[config.mk]
export PLATFORM = sky130hd
export DESIGN_NAME = ahb_reg_bridge
export DESIGN_NICKNAME = d
export VERILOG_FILES = /design/src/rtl/ahb_reg_bridge.sv
export SDC_FILE = /design/constraint.sdc
export NUM_CORES = 1
export LEC_CHECK = 0
export BUFFER_PORTS_ARGS = -buffer_cell sky130_fd_sc_hd__buf_2
export CAP_MARGIN = 20
export CORE_ASPECT_RATIO = 0.9
export CORE_MARGIN = 10
export CORE_UTILIZATION = 23
export CTS_BUF_LIST = sky130_fd_sc_hd__clkbuf_16
export DETAILED_ROUTE_END_ITERATION = 16
export GPL_ROUTABILITY_DRIVEN = 0
export PLACE_DENSITY = 0.75
export REMOVE_ABC_BUFFERS = 1
export SLEW_MARGIN = 20
export SYNTH_ARGS = -nofsm -noshare
export SYNTH_HDL_FRONTEND = slang
export SYNTH_SLANG_ARGS = --single-unit
[constraint.sdc]
create_clock -name HCLK -period 1.4 [get_ports HCLK]
set_input_delay 0.14 -clock HCLK [delete_from_list [all_inputs] [get_ports HCLK]]
set_output_delay 0.14 -clock HCLK [all_outputs]
set_load 0.03 [all_outputs]
[src/rtl/ahb_reg_bridge.sv]
// AHB-Lite slave front-end for the UART register file: turns pipelined AHB
// transfers into single-cycle register strobes, with wait states and ERROR replies.
module ahb_reg_bridge #(
  parameter int          ADDR_WIDTH     = 32,
  parameter int          DATA_WIDTH     = 32,
  parameter int          REG_ADDR_WIDTH = 8,
  parameter int unsigned REG_SPACE      = 'h20
) (
  input  logic                      HCLK,
  input  logic                      HRESETn,
  input  logic                      HSEL,
  input  logic [ADDR_WIDTH-1:0]     HADDR,
  input  logic [1:0]                HTRANS,
  input  logic                      HWRITE,
  input  logic [2:0]                HSIZE,
  input  logic [2:0]                HBURST,
  input  logic [3:0]                HPROT,
  input  logic                      HMASTLOCK,
  input  logic [DATA_WIDTH-1:0]     HWDATA,
  input  logic                      HREADY,
  output logic                      HREADYOUT,
  output logic                      HRESP,
  output logic [DATA_WIDTH-1:0]     HRDATA,
  output logic                      reg_wr_en,
  output logic                      reg_rd_en,
  output logic [REG_ADDR_WIDTH-1:0] reg_addr,
  output logic [DATA_WIDTH-1:0]     reg_wdata,
  input  logic [DATA_WIDTH-1:0]     reg_rdata
);

  typedef enum logic [2:0] {
    ST_IDLE,
    ST_WRITE,
    ST_READ,
    ST_RDATA,
    ST_ERR1,
    ST_ERR2
  } state_t;

  localparam logic [REG_ADDR_WIDTH:0] REG_SPACE_W = (REG_ADDR_WIDTH+1)'(REG_SPACE);

  state_t                    state_q, state_d;
  logic [REG_ADDR_WIDTH-1:0] reg_addr_q, reg_addr_d;

  logic                      accept;
  logic                      xfer_err;
  logic [REG_ADDR_WIDTH-1:0] offset;

  // Burst type, protection, lock and upper address bits carry no meaning here.
  logic unused_inputs;
  assign unused_inputs = ^{HTRANS[0], HBURST, HPROT, HMASTLOCK,
                           HADDR[ADDR_WIDTH-1:REG_ADDR_WIDTH]};

  assign offset   = HADDR[REG_ADDR_WIDTH-1:0];
  assign accept   = HSEL & HREADY & HTRANS[1];
  assign xfer_err = (HSIZE != 3'b010) || (offset[1:0] != 2'b00) ||
                    ({1'b0, offset} >= REG_SPACE_W);

  always_ff @(posedge HCLK or negedge HRESETn) begin
    if (!HRESETn) begin
      state_q    <= ST_IDLE;
      reg_addr_q <= '0;
    end else begin
      state_q    <= state_d;
      reg_addr_q <= reg_addr_d;
    end
  end

  // Wait-state phases advance unconditionally; every other phase is a point
  // where the next address phase may be accepted.
  always_comb begin
    state_d    = state_q;
    reg_addr_d = reg_addr_q;
    case (state_q)
      ST_READ: state_d = ST_RDATA;
      ST_ERR1: state_d = ST_ERR2;
      default: begin
        if (accept) begin
          if (xfer_err) begin
            state_d = ST_ERR1;
          end else begin
            state_d    = HWRITE ? ST_WRITE : ST_READ;
            reg_addr_d = offset;
          end
        end else begin
          state_d = ST_IDLE;
        end
      end
    endcase
  end

  always_comb begin
    HREADYOUT = 1'b1;
    HRESP     = 1'b0;
    HRDATA    = '0;
    reg_wr_en = 1'b0;
    reg_rd_en = 1'b0;
    reg_wdata = '0;
    case (state_q)
      ST_WRITE: begin
        reg_wr_en = 1'b1;
        reg_wdata = HWDATA;
      end
      ST_READ: begin
        reg_rd_en = 1'b1;
        HREADYOUT = 1'b0;
      end
      ST_RDATA: HRDATA = reg_rdata;
      ST_ERR1: begin
        HREADYOUT = 1'b0;
        HRESP     = 1'b1;
      end
      ST_ERR2: HRESP = 1'b1;
      default: ;
    endcase
  end

  assign reg_addr = reg_addr_q;

endmodule

==> impl_metrics.tcl <==
set metrics [dict create \
    outcome "complete, but fails checks" \
    violations "negative setup slack" \
    root_buffer "clkbuf_16" \
    tightest_slew_ns 0.331 \
    post_drt_wl_per_cell_um 17.6 \
    fillers 316 \
    hp-class "input port to flip-flop" \
    path_class "flip-flop to primary output" \
    cts_buffers 3 \
    critPathRequiredTime_ns 1.26 \
    synth_area_leader_cell "and2_1" \
    drc 0 \
    slew_violations 0 \
    htreeDepth 1 \
    arrival_ns 1.50 \
    synthTopCellsByArea "and2_1, dfrtp_1, mux2_4, o2111ai_4, nor4b_4" \
    port_buffers 156 \
    grt_usage_pct 14.0 \
    start_util_pct 23.7 \
    cp_max_fo 16 \
    syn_area_um2 960 \
    fmax_mhz 609 \
    finalNonFillerCells 329 \
    finalCritPeriodShare_pct 117 \
    dr.pass1.iters 4 \
    drive_gt1_share_pct 75.8 \
    wl_met2_mm 3.09 \
    grt.overflow.total 0 \
    fp-row-count 22 \
    muxShareOfSynthArea_pct 4.69 \
    grt_max_degree 33 \
    synth.avg_cell_area_um2 8.72 \
    fin_crit_ns 1.64 \
    synth-adder-area-share_pct 0 \
    dieArea_mm2 0.00716 \
    die_width_um 88.1 \
    core_area_mm2 0.00405 \
    grt_pass1_wl_mm 8.01 \
    synth.top_cell.area_share_pct 45.0 \
    p_leak_uw 0.00142 \
    clk_latency_ns 0.23 \
    postSynthCellCount 110 \
    vias 1432 \
    syn_to_final_growth_pct 172 \
    hold_viol 0 \
    highest_layer "met4" \
    synth_top_family_by_area "simple AND/OR/NAND/NOR gates" \
    synth_compound_area_share_pct 5.74 \
    drt_iter0_drc 32 \
    p_total_uw 3080 \
    drv_cap 0 \
    diodes 0 \
    fp.dieH_um 81.3 \
    dp_cells 316 \
    rsz0062_at_grt "true" \
    ys_warn_count 0 \
    pre_cts_ws_ns -0.0402 \
    cts_tree "built" \
    io-pin-count 190 \
    finalClockSkew_ns 0.00360 \
    final_nets 396 \
    dpl.hpwl_mm 4.25 \
    r2r_slack_ns -0.06 \
    clock-sinks 11 \
    synth_xor_area_share_pct 0.913 \
    power.density_mw_per_mm2 1180 \
    final-setup-viol-count 70 \
    end_kind "primary output" \
    worst_slack_ns -0.241 \
    wl_met3_um 692 \
    wl_met1_mm 1.94 \
    synthDistinctLibCells 23 \
    ir_worst_vdd_v 0.000907 \
    post-route-util_pct 64.4 \
    yosys_register_bits 11 \
    viasPerCell 4.35 \
    cts.clk_slew.worst_paths_ns 0.04 \
    startpoint_type "flip-flop" \
    grt_antenna_before_repair 0 \
    slew_headroom_pct 77.9 \
    clockBufferDepth 2 \
    synthSimpleGateAreaFrac_pct 56.7 \
    yosysSeqAreaShare_pct 28.7 \
    routed_wl_mm 5.80 \
    antenna_left 0 \
    grt_pass1_vias 1435 \
]
==> where the power goes <==
part	internal [uW]	leakage, uW	switching, uW
clock	373	0.0000423	123
sequential	348	0.000151	17.8
combinational	1120	0.00123	1100
total	1840	0.00142	1240
==> synth_stat cells <==
library cell	n
a21oi_1	1
a221oi_1	1
and2_1	69
and3_1	1
clkbuf_1	6
clkbuf_2	1
dfrtp_1	11
inv_1	1
mux2_4	3
nand2_1	2
nand3_1	1
nand4_1	1
nor2_1	2
nor2b_1	1
nor3_2	1
nor3b_2	1
nor4_4	1
nor4b_4	1
o2111ai_4	1
o22a_1	1
o22ai_1	1
or2_2	1
xnor2_1	1
==> cells by family (layout without fill, tap and decap cells) <==
kind of cell / after synthesis / count (layout)
mux: 3 / 3
buf+inv: 8 / 179
simple gates: 82 / 82
xor+xnor: 1 / 1
flops: 11 / 11
compound gates: 5 / 5
==> final cells by class <==
cell class	count	area [um^2]	area share (%)
multi-input cells	91	758	29.1
flip-flops and latches	11	275	10.6
clock inverters	1	3.75	0.144
repair buffers	174	1430	54.9
clock buffers	3	75.1	2.88
well taps	48	60.1	2.30
inverters	1	3.75	0.144
==> layout by cell type, fill, tap and decap left out <==
cell type / count
clkbuf_16: 3
nand2_1: 1
xnor2_4: 1
buf_2: 88
a221oi_1: 1
buf_12: 2
nand2_2: 1
nor3b_4: 1
and2_1: 46
o2111ai_4: 1
nand3_1: 1
a21oi_1: 1
and2_4: 23
buf_8: 1
nand4_1: 1
or2_4: 1
nor4_4: 1
inv_1: 2
and3_1: 1
mux2_4: 3
nor4b_4: 1
buf_4: 8
dlygate4sd3_1: 1
nor2b_2: 1
nor2_2: 1
nor3_4: 1
nor2_1: 1
buf_16: 2
buf_6: 72
o22ai_2: 1
o22a_1: 1
dfrtp_1: 11
==> repair_timing <==
item,CTS,global route
hold buffers,1,0
pin swaps,4,9
resized for setup,161,17
endpoints found under the setup margin,69,76
buffers inserted,5,3
cloned,2,0
hold endpoints to repair,11,0
==> sequential cells by signal, summed over array words and instances (netlist names) <==
signal,flops
state_q,3
reg_addr,8
==> stage by stage <==
step | area, um^2 | hold WS [ns] | setup TNS (ns)
3_5_place_dp | 1870 | 0.0160 | -1.55
5_1_grt | 2610 | 0.130 | -17.01
4_1_cts | 2550 | 0.110 | -12.41
6_report | 2610 | 0.123 | -12.34
3_3_place_gp | 1870 | 0.0156 | -0.510
2_1_floorplan | 932 | -0.156 | -30.87
==> critical path, stage by stage, from the launching register on <==
cell and delay [ns]:
dfrtp_1 0.39, buf_6 0.14, nor3_4 0.15, buf_6 0.16
buf_16 0.14, and2_1 0.15, buf_6 0.13
==> path summary, 6_finish.rpt <==
| kind | from | to | cells after the start |
|---|---|---|---|
| setup / recovery | state_q[2] | reg_wdata[28] | 6 |
| hold / removal | HWRITE | state_q[1] | 2 |
| setup reg to reg | state_q[1] | reg_addr[3] | 4 |
| hold reg to reg | reg_addr[6] | reg_addr[6] | 1 |
| max in group asynchronous | HRESETn | state_q[2] | 2 |
| min in group asynchronous | HRESETn | reg_addr[7] | 2 |
==> layer usage <==
| metal | up-vias | track usage [%] |
|---|---|---|
| met3 | 6 | 3.50 |
| met5 | - | 0 |
| met4 | 0 | 2.51 |
| met1 | 647 | 14.7 |
| li1 | 697 | - |
| met2 | 82 | 27.5 |
Note: power is estimated with default switching activity, not from simulation.
